## src/rtl/sh_tmu_pkg.sv

```systemverilog
// sh_tmu_pkg: shared constants, types and helpers for the sh_tmu timer unit.
//   - TCR/TSR bit positions, register offsets (A[3:2]), prescaler select enum
//   - tmu_wr_t: one bus write as seen by a channel (one-hot register hit + data/byte mask)
//   - tick_sel(): internal prescaler tap selection
package sh_tmu_pkg;

  localparam int TCR_EN   = 0;
  localparam int TCR_CKS  = 1;   // [3:1]
  localparam int TCR_CCLR = 4;
  localparam int TCR_OS   = 5;
  localparam int TCR_CMIE = 6;
  localparam int TCR_OVIE = 7;
  localparam int TCR_TOE  = 8;
  localparam int TCR_CASC = 9;
  localparam int TCR_W    = 10;

  localparam int TSR_CMF  = 0;
  localparam int TSR_OVF  = 1;
  localparam int TSR_TOUT = 2;

  localparam logic [1:0] REG_TCR  = 2'd0;
  localparam logic [1:0] REG_TCNT = 2'd1;
  localparam logic [1:0] REG_TCOR = 2'd2;
  localparam logic [1:0] REG_TSR  = 2'd3;

  localparam int DIV_W = 12;

  typedef enum logic [2:0] {
    CKS_1, CKS_4, CKS_16, CKS_64, CKS_256, CKS_1024, CKS_4096, CKS_EXT
  } cks_e;

  typedef struct packed {
    logic [3:0]  hit;   // one-hot, indexed by REG_*
    logic [31:0] data;
    logic [31:0] mask;  // byte enables expanded to bits
  } tmu_wr_t;

  // Divide-by-4^k tap: fires when the low 2k bits of the divider are all ones.
  function automatic logic tick_sel(input cks_e cks, input logic [DIV_W-1:0] div_cnt);
    logic [DIV_W-1:0] m;
    m = ~({DIV_W{1'b1}} << (2 * int'(cks)));
    return (cks != CKS_EXT) && ((div_cnt & m) == m);
  endfunction

endpackage

```

## src/rtl/sh_tmu_channel.sv

```systemverilog
// sh_tmu_channel: one timer channel (counter, compare, flags, IRQ, toggle output).
//   CLK/RST_N     clock, async active-low reset
//   ce, srst      rising-phase enable; synchronous soft reset (already qualified by ce)
//   pre_tick[7:0] candidate ticks indexed by CKS (7 = synchronised TCLK edge)
//   casc_tick     overflow pulse of the previous channel
//   wr            bus write aimed at this channel
//   tcr/tcnt/tcor/tsr  register readback; irq, tout; ovf_pulse to the next channel
module sh_tmu_channel
  import sh_tmu_pkg::*;
#(
  parameter int CNT_W   = 16,
  parameter bit CASC_OK = 1'b1
) (
  input  logic              CLK,
  input  logic              RST_N,
  input  logic              ce,
  input  logic              srst,
  input  logic [7:0]        pre_tick,
  input  logic              casc_tick,
  input  tmu_wr_t           wr,
  output logic [TCR_W-1:0]  tcr,
  output logic [CNT_W-1:0]  tcnt,
  output logic [CNT_W-1:0]  tcor,
  output logic [2:0]        tsr,
  output logic              irq,
  output logic              tout,
  output logic              ovf_pulse
);

  logic cmf, ovf;
  logic tick_src, step, match, cm_set, ov_set, clr_cmf, clr_ovf;
  logic [CNT_W-1:0] cnt_nxt;

  assign tick_src = (CASC_OK && tcr[TCR_CASC]) ? casc_tick : pre_tick[tcr[TCR_CKS+:3]];
  // A CPU write to TCNT swallows the tick entirely.
  assign step     = ce & tcr[TCR_EN] & tick_src & ~wr.hit[REG_TCNT];
  assign match    = (tcnt == tcor);
  assign cm_set   = step & match;
  // Wrapping to zero from all-ones sets OVF, whether through compare (CCLR=0) or plain count.
  assign ov_set   = step & (&tcnt) & ~(match & tcr[TCR_CCLR]);
  assign cnt_nxt  = (match & tcr[TCR_CCLR]) ? '0 : tcnt + 1'b1;
  assign clr_cmf  = wr.hit[REG_TSR] & wr.mask[TSR_CMF] & wr.data[TSR_CMF];
  assign clr_ovf  = wr.hit[REG_TSR] & wr.mask[TSR_OVF] & wr.data[TSR_OVF];

  assign ovf_pulse = ov_set;
  assign tsr       = {tout, ovf, cmf};

  always_ff @(posedge CLK or negedge RST_N) begin
    if (!RST_N) begin
      tcr  <= '0;
      tcnt <= '0;
      tcor <= '1;
      cmf  <= 1'b0;
      ovf  <= 1'b0;
      tout <= 1'b0;
      irq  <= 1'b0;
    end else if (ce) begin
      if (srst) begin
        tcr  <= '0;
        tcnt <= '0;
        tcor <= '1;
        cmf  <= 1'b0;
        ovf  <= 1'b0;
        tout <= 1'b0;
        irq  <= 1'b0;
      end else begin
        if (wr.hit[REG_TCR])
          tcr <= (tcr & ~wr.mask[TCR_W-1:0]) | (wr.data[TCR_W-1:0] & wr.mask[TCR_W-1:0]);
        else if (cm_set && tcr[TCR_OS])
          tcr[TCR_EN] <= 1'b0;

        if (wr.hit[REG_TCNT])
          tcnt <= (tcnt & ~wr.mask[CNT_W-1:0]) | (wr.data[CNT_W-1:0] & wr.mask[CNT_W-1:0]);
        else if (step)
          tcnt <= cnt_nxt;

        if (wr.hit[REG_TCOR])
          tcor <= (tcor & ~wr.mask[CNT_W-1:0]) | (wr.data[CNT_W-1:0] & wr.mask[CNT_W-1:0]);

        // Set beats a coincident write-1-clear.
        cmf <= cm_set | (cmf & ~clr_cmf);
        ovf <= ov_set | (ovf & ~clr_ovf);

        if (cm_set && tcr[TCR_TOE])
          tout <= ~tout;

        irq <= (cmf & tcr[TCR_CMIE]) | (ovf & tcr[TCR_OVIE]);
      end
    end
  end

endmodule

```

## src/rtl/sh_tmu.sv

```systemverilog
// sh_tmu: NCH-channel timer unit on the peripheral bus.
//   CLK, RST_N          clock, async active-low reset
//   CE_R / CE_F         rising-phase enable (all state) / unused falling-phase enable
//   RES_N               soft reset sampled on CE_R
//   TCLK                external count clock (CKS=7)
//   IBUS_*              zero-wait-state bus slave; ACT and DO are combinational
//   IRQ[NCH], TOUT[NCH] per-channel interrupt level and toggle output
module sh_tmu
  import sh_tmu_pkg::*;
#(
  parameter int          NCH       = 4,
  parameter int          CNT_W     = 16,
  parameter logic [31:0] BASE_ADDR = 32'hFFFFFD00
) (
  input  logic           CLK,
  input  logic           RST_N,
  input  logic           CE_R,
  input  logic           CE_F,
  input  logic           RES_N,
  input  logic           TCLK,
  input  logic [31:0]    IBUS_A,
  input  logic [31:0]    IBUS_DI,
  output logic [31:0]    IBUS_DO,
  input  logic [3:0]     IBUS_BA,
  input  logic           IBUS_WE,
  input  logic           IBUS_REQ,
  output logic           IBUS_BUSY,
  output logic           IBUS_ACT,
  output logic [NCH-1:0] IRQ,
  output logic [NCH-1:0] TOUT
);

  logic [DIV_W-1:0] div_cnt;
  logic [2:0]       tclk_sync;
  logic             srst;
  logic [7:0]       pre_tick;

  assign srst = CE_R & ~RES_N;

  always_ff @(posedge CLK or negedge RST_N) begin
    if (!RST_N) begin
      div_cnt   <= '0;
      tclk_sync <= '0;
    end else if (CE_R) begin
      if (srst) begin
        div_cnt   <= '0;
        tclk_sync <= '0;
      end else begin
        div_cnt   <= div_cnt + 1'b1;
        tclk_sync <= {tclk_sync[1:0], TCLK};
      end
    end
  end

  always_comb begin
    pre_tick = '0;
    for (int k = 0; k < 7; k++)
      pre_tick[k] = tick_sel(cks_e'(3'(k)), div_cnt);
    // Rising edge seen on the second synchroniser stage.
    pre_tick[7] = tclk_sync[1] & ~tclk_sync[2];
  end

  // Bus decode
  logic [4:0]  ch_sel;
  logic [1:0]  reg_sel;
  logic        wr_go;
  logic [31:0] be_mask;

  assign IBUS_BUSY = 1'b0;
  assign IBUS_ACT  = IBUS_REQ && (IBUS_A[31:8] == BASE_ADDR[31:8]);
  assign ch_sel    = {1'b0, IBUS_A[7:4]};
  assign reg_sel   = IBUS_A[3:2];
  assign wr_go     = IBUS_ACT & IBUS_WE;
  assign be_mask   = {{8{IBUS_BA[3]}}, {8{IBUS_BA[2]}}, {8{IBUS_BA[1]}}, {8{IBUS_BA[0]}}};

  logic [NCH-1:0][TCR_W-1:0] tcr_a;
  logic [NCH-1:0][CNT_W-1:0] tcnt_a, tcor_a;
  logic [NCH-1:0][2:0]       tsr_a;
  logic [NCH-1:0]            ovf_p;
  logic [NCH:0]              casc_v;

  assign casc_v = {ovf_p, 1'b0};

  for (genvar i = 0; i < NCH; i++) begin : g_ch
    tmu_wr_t wr_i;
    assign wr_i = '{hit:  (wr_go && ch_sel == 5'(i)) ? 4'(4'b0001 << reg_sel) : 4'b0000,
                    data: IBUS_DI,
                    mask: be_mask};

    sh_tmu_channel #(.CNT_W(CNT_W), .CASC_OK(i > 0)) u_ch (
      .CLK       (CLK),
      .RST_N     (RST_N),
      .ce        (CE_R),
      .srst      (srst),
      .pre_tick  (pre_tick),
      .casc_tick (casc_v[i]),
      .wr        (wr_i),
      .tcr       (tcr_a[i]),
      .tcnt      (tcnt_a[i]),
      .tcor      (tcor_a[i]),
      .tsr       (tsr_a[i]),
      .irq       (IRQ[i]),
      .tout      (TOUT[i]),
      .ovf_pulse (ovf_p[i])
    );
  end

  // Channels without an instance fall through to 0.
  always_comb begin
    IBUS_DO = '0;
    if (IBUS_ACT) begin
      for (int i = 0; i < NCH; i++) begin
        if (ch_sel == 5'(i)) begin
          case (reg_sel)
            REG_TCR:  IBUS_DO = 32'(tcr_a[i]);
            REG_TCNT: IBUS_DO = 32'(tcnt_a[i]);
            REG_TCOR: IBUS_DO = 32'(tcor_a[i]);
            default:  IBUS_DO = 32'(tsr_a[i]);
          endcase
        end
      end
    end
  end

endmodule

```

## config.mk

```make
export PLATFORM = sky130hd
export DESIGN_NAME = sh_tmu
export DESIGN_NICKNAME = d
export VERILOG_FILES = /design/src/rtl/sh_tmu_pkg.sv /design/src/rtl/sh_tmu_channel.sv /design/src/rtl/sh_tmu.sv
export SDC_FILE = /design/constraint.sdc
export NUM_CORES = 1
export LEC_CHECK = 0
export BUFFER_PORTS_ARGS = -buffer_cell sky130_fd_sc_hd__buf_2
export CAP_MARGIN = 15
export CORE_ASPECT_RATIO = 0.75
export CORE_UTILIZATION = 33
export DETAILED_ROUTE_END_ITERATION = 10
export GPL_ROUTABILITY_DRIVEN = 0
export PLACE_DENSITY = 0.45
export SYNTH_ARGS = -nofsm -noshare
export SYNTH_HDL_FRONTEND = slang
export SYNTH_SLANG_ARGS = --single-unit
```

## constraint.sdc

```tcl
create_clock -name CLK -period 3.7 [get_ports CLK]
set_input_delay 0.185 -clock CLK [delete_from_list [all_inputs] [get_ports CLK]]
set_output_delay 0.185 -clock CLK [all_outputs]
set_load 0.02 [all_outputs]
```

==> results of run 1 <==
layout by cell type, fill, tap and decap left out, drive strengths merged, types with 31 or more instances in the layout:
cell | netlist | routed
inv | 27 | 33
dfstp | 64 | 64
nor3 | 39 | 39
o2bb2ai | 32 | 32
o21ai | 116 | 116
dfrtp | 135 | 135
a22o | 33 | 33
nand3 | 36 | 36
xor2 | 38 | 38
a21oi | 112 | 112
xnor2 | 34 | 34
mux2i | 36 | 36
nand2 | 192 | 192
o211ai | 31 | 31
nor2 | 175 | 175
buf | 48 | 167
registers in the layout (all words and copies together), names as in the netlist:
signal,cells
g_ch.u_ch.irq,4
g_ch.u_ch.cmf,4
g_ch.u_ch.ovf,4
g_ch.u_ch.tout,4
g_ch.u_ch.tcr,40
g_ch.u_ch.tcnt,64
div_cnt,12
g_ch.u_ch.tcor,64
tclk_sync,3
cells by family after synthesis:
family,after synthesis
AND/OR/NAND/NOR,584
AO/OA/AOI/OAI,503
flip-flops,199
buffers and inverters,176
XOR/XNOR,72
multiplexers,52
adder cells (fa/ha/maj),5
other,1
power groups by stage:
stage	clock (mW)	sequential (mW)	combinational, mW
2_1_floorplan	0	2.32	0.365
3_3_place_gp	0	2.38	0.676
3_5_place_dp	0	2.38	0.677
4_1_cts	1.94	2.34	0.681
5_1_grt	2.02	2.35	0.740
6_report	1.93	2.34	0.697
repair_timing:
item | CTS | global route
endpoints found under the hold margin | 62 | 0
endpoints found under the setup margin | 0 | 0
hold buffers | 2 | 0
layer usage:
layer | wire [um] | vias to the layer above | GRT usage, %
met5 | 13 | - | 0
met4 | 1770 | 2 | 9.92
met3 | 6670 | 90 | 9.31
met2 | 26300 | 686 | 44.3
met1 | 28100 | 6791 | 42.7
li1 | - | 5959 | -
worst min-delay path, cell delays in order:
cell and delay [ns]:
buf_2 0.13, a22oi_1 0.08, a21oi_1 0.12
through the flow:
stage	total power, mW	area [um2]	hold WS, ns
after CTS	4.96	15200	0.0744
after floorplan	2.69	13500	-0.111
after global placement	3.05	14600	0.370
after detailed placement	3.05	14600	0.368
after global routing	5.11	15200	0.103
final	4.97	15200	0.0895
cell type report:
class                   count  area, um2  share of cell area [%]
diodes                      1       2.50                  0.0165
inverters                  29        109                   0.718
well taps                 520        651                    4.29
clock buffers              18        439                    2.90
multi-input cells        1233       7680                    50.7
clock inverters            14        116                   0.768
repair buffers            169       1100                    7.25
flip-flops and latches    199       5060                    33.4
path summary, 6_finish.rpt:
| kind | depth (start not counted) | end | slack [ns] | startpoint |
|---|---|---|---|---|
| max in group asynchronous | 3 | g_ch[1].u_ch.tcor[0] | 2.31 | RST_N |
| min | 3 | g_ch[3].u_ch.tcr[0] | 0.09 | IBUS_DI[0] |
| min in group asynchronous | 2 | tclk_sync[0] | 0.39 | RST_N |
| max | 10 | g_ch[3].u_ch.tcnt[1] | 0.30 | div_cnt[0] |
| max reg2reg | 10 | g_ch[3].u_ch.tcnt[1] | 0.30 | div_cnt[0] |
| min reg2reg | 1 | g_ch[0].u_ch.irq | 0.49 | g_ch[0].u_ch.irq |
==> out/summary.txt, run 1 <==
Status = finished, final reports clean
Unrepaired setup endpoints after global routing = false
Via count = 13528
Global-route wire length before repair = 91000 um
Yosys warns = 0
Worst slew margin relative to its limit = 23.3%
Synth-to-Final Area Change = 12.7%
Fillers = 4049
Post-synth ARST share = 100%
Postcts setup bufs = 0
Crit start category = register
Non-Filler Instances = 2183
Net Sw Frac = 32.9%
Post-synth top area cell = dfrtp_1
Min-Delay Path Class = input pin to register
Clk sink count = 199
Initial Util = 33.8%
Crit-path max FO = 10
Cell variety after synth = 85
Max IR drop VDD = 334 uV
Post-synth top area share = 25.1%
Logic gate share of total power = 14.0%
CTS tree = yes
Vias/cell = 6.20
Seq/Total Area, Yosys = 37.6%
Crit path kind = register to register
Mux contribution to synthesized area = 5.02%
Sequential group share of total power = 47.1%
Psw = 1.63 mW
Global router's overall resource usage = 30.5%
Final worst-path cycle share = 91.8%
Gr ovfl total = 0
Clock Tree Buf Depth = 2
DP Worst Slack = 0.375 ns
Slew Viols, Final = 0
Synthesized area = 13400 um2
I/O pins = 118
CP Buf/Inv Count = 1
Dpl hpwl = 45700 um
Slowest CP cell = a221o_1
CTS buffer count = 17
Core footprint = 39800 um2
Most numerous cell in the Yosys netlist = nand2_1
Largest family of logic cells by synthesized area = compound AO/OA/AOI/OAI gates
FMAX = 294 MHz
Worst slew pin tran = 1.15 ns
CP max stage delay = 0.53 ns
Die height = 177 um
Critical Path End Type = register
Complex-gate fraction of the synthesized area = 26.0%
PostCTS Resize Cnt = 0
Post-synth EDFFs = 0
Antenna Nets Post-Route = 0
Crit path DAT = 3.81 ns
Number of global-route vias before repair = 12774
Largest net degree at the start of global routing = 114
Worst path cell trace = ha_1 -> nand3_1 -> buf_4 -> a21oi_1 -> o221ai_1 -> a221o_1 -> nor3_2 -> a31oi_2 -> o21ai_2 -> a32o_1
CTS clk-pin slew, worst paths = 0.08 ns
Synth Area in XOR/XNOR = 4.69%
CTS Root Cell = clkbuf_16
Critical Path RT = 4.11 ns
Final wirelength = 62800 um
Wire per inst = 28.8 um
Synth area leaders = dfrtp_1 25%, dfstp_2 13%, nand2_1 5.4%
Die Area = 41600 um2
Adder-Cell Fraction of Synth Area = 0.465%
Setup TNS = 0 ns
Fin util = 38.1%
DRC = 0
Internal = 3.33 mW
Post-Synth Simple-Gate Area = 20.2%
Cell count after placement = 2148
Initial antenna violation count = 3
Total of max-cap violations = 0
Clk pwr share = 38.8%
Leak = 5.96 nW
Ys flop type = dfrtp_1
Die Wd = 235 um
# port buffers = 79
Layout Skew = 0.0167 ns
Kind of cell adding the most delay to the critical path = compound AO/OA/AOI/OAI gates
Number of synthesized register bits = 199
Row Count = 63
First drt pass iteration count = 5
Iteration-0 DRC Markers = 1494
Avg Inst Size Synth = 8.45 um2
Final Hold Vio Count = 0
H-Tree Depth = 4
Share of cells above drive strength 1 = 19.1%
Synth top cells by count = 192 x nand2_1, 175 x nor2_1, 135 x dfrtp_1
Post-synthesis cell count = 1592
Final Critical Period = 3.40 ns
P per Cell Area = 328 nW/um2
Slack of the critical path = 0.303 ns
# setup viols final = 0
Worst-Skew Late Latency = 0.48 ns
Final Net Count = 1730
Note: power is estimated with default switching activity, not from simulation.
==> inputs of run 2 (changes only) <==
--- a/config.mk
+++ b/config.mk
@@ -5,7 +5,7 @@
 export SDC_FILE = /design/constraint.sdc
 export NUM_CORES = 1
 export LEC_CHECK = 0
-export BUFFER_PORTS_ARGS = -buffer_cell sky130_fd_sc_hd__buf_2
+export BUFFER_PORTS_ARGS = -buffer_cell sky130_fd_sc_hd__buf_4
 export CAP_MARGIN = 15
 export CORE_ASPECT_RATIO = 0.75
 export CORE_UTILIZATION = 33
==> out/summary.txt, run 2 (synthesis gave the netlist of run 1 again) <==
Status = finished, final reports clean
Critical Path RT = 4.02 ns
Total of max-cap violations = 0
Net Sw Frac = 32.9%
Iteration-0 DRC Markers = 1702
Setup TNS = 0 ns
Number of global-route vias before repair = 12764
Final wirelength = 63600 um
Final Critical Period = 3.57 ns
I/O pins = 118
Total power = 4.97 mW
Worst-Skew Late Latency = 0.47 ns
Slew Viols, Final = 0
Synth-to-Final Area Change = 14.1%
Largest registers = g_ch.u_ch.tcnt: 64 flops, g_ch.u_ch.tcor: 64 flops, g_ch.u_ch.tcr: 40 flops
H-Tree Depth = 4
CTS tree = yes
Layout Skew = 0.0169 ns
Share of cells above drive strength 1 = 18.9%
Worst slew margin relative to its limit = 30.7%
Die height = 177 um
Vias/cell = 6.25
Initial antenna violation count = 4
Die Wd = 235 um
Sequential group share of total power = 47.2%
Worst slew pin tran = 1.04 ns
Max IR drop VDD = 343 uV
Initial Util = 33.8%
Logic gate share of total power = 14.7%
Final Hold Vio Count = 0
Antenna Nets Post-Route = 0
Wire per inst = 29.1 um
Crit-path max FO = 9
First drt pass iteration count = 6
Psw = 1.64 mW
Critical Path End Type = register
Non-Filler Instances = 2183
CTS Root Cell = clkbuf_16
Final Net Count = 1731
Final worst-path cycle share = 96.4%
Internal = 3.34 mW
FMAX = 280 MHz
Core footprint = 39800 um2
Commonest non-fill, non-tap cell in the layout = nand2_1
Clk sink count = 199
Gr ovfl total = 0
Global router's overall resource usage = 30.6%
DRC = 0
P per Cell Area = 324 nW/um2
Clk pwr share = 38.1%
Dpl hpwl = 46100 um
# port buffers = 79
Clock Tree Buf Depth = 2
Crit start category = register
Fin util = 38.5%
Leak = 6.01 nW
Antenna Cells = 0
Unrepaired setup endpoints after global routing = false
Cell count after placement = 2147
Global-route wire length before repair = 91400 um
Most frequent cells in the layout = 192 x nand2_1, 173 x nor2_1, 165 x buf_4
Crit path kind = register to register
CTS clk-pin slew, worst paths = 0.08 ns
CTS buffer count = 17
Largest net degree at the start of global routing = 103
Crit path DAT = 3.89 ns
Via count = 13644
Row Count = 63
Die Area = 41600 um2
Min-Delay Path Class = input pin to register
Fillers = 4096
# setup viols final = 0
run 2: cell count changes in the layout (fill, tap and decap cells not counted), sizes merged:
cell	previous run	this run
clkbuf	18	19
clkinv	7	10
clkinvlp	3	0
diode	1	0
run 2: layout make-up:
| cell class | count | area, um2 | share of cell area (%) |
|---|---|---|---|
| Tap cell | 520 | 651 | 4.24 |
| Multi-Input combinational cell | 1233 | 7680 | 50.1 |
| Sequential cell | 199 | 5060 | 33.0 |
| Timing Repair Buffer | 170 | 1300 | 8.46 |
| Inverter | 29 | 109 | 0.710 |
| Clock inverter | 14 | 116 | 0.758 |
| Clock buffer | 18 | 429 | 2.80 |
run 2: metal layers:
layer	track usage, %	wire [um]	vias up
met5	0	30	-
met4	10.9	2070	6
met3	9.09	6890	106
met2	43.0	26100	735
met1	43.8	28500	6841
li1	-	-	5956
run 2: what timing repair did:
item | 4_1_cts | 5_1_grt
hold buffers | 2 | 0
endpoints found under the hold margin | 75 | 0
setup endpoints to repair | 0 | 9
buffers inserted | 0 | 0
gates resized for setup | 0 | 1
run 2: worst paths after layout:
path,startpoint,to,slack (ns),cells after the start
min in group asynchronous,RST_N,tclk_sync[1],0.37,2
setup reg to reg,div_cnt[0],g_ch[2].u_ch.tcnt[14],0.13,11
setup / recovery,div_cnt[0],g_ch[2].u_ch.tcnt[14],0.13,11
hold reg to reg,g_ch[2].u_ch.irq,g_ch[2].u_ch.irq,0.50,1
hold / removal,IBUS_DI[1],g_ch[3].u_ch.tcr[1],0.06,2
max in group asynchronous,RST_N,g_ch[1].u_ch.tcor[2],2.33,3
run 2: critical path, cell delays in order, from the launching register on:
cell and delay (ns):
dfrtp_1 0.40, ha_1 0.33, nand3_1 0.27, buf_4 0.24
nor2_1 0.29, a221o_1 0.27, o2111ai_2 0.27, a211o_1 0.44
a21oi_2 0.37, o21ai_4 0.18, buf_4 0.22, o2bb2ai_1 0.13
run 2: through the flow:
stage	worst slack, ns	hold slack (ns)	area (um2)
3_5_place_dp	0.261	0.329	14800
6_report	0.135	0.0589	15300
2_1_floorplan	0.722	-0.111	13500
4_1_cts	0.236	0.0391	15300
3_3_place_gp	0.339	0.331	14800
5_1_grt	0.0196	0.0506	15300
run 2: power groups by stage:
stage                     clock network (mW)  logic, mW  registers, mW
final                                   1.90      0.729           2.35
after global routing                    2.00      0.770           2.35
after CTS                               1.92      0.711           2.34
after detailed placement                   0      0.707           2.38
after global placement                     0      0.705           2.38
after floorplan                            0      0.365           2.32
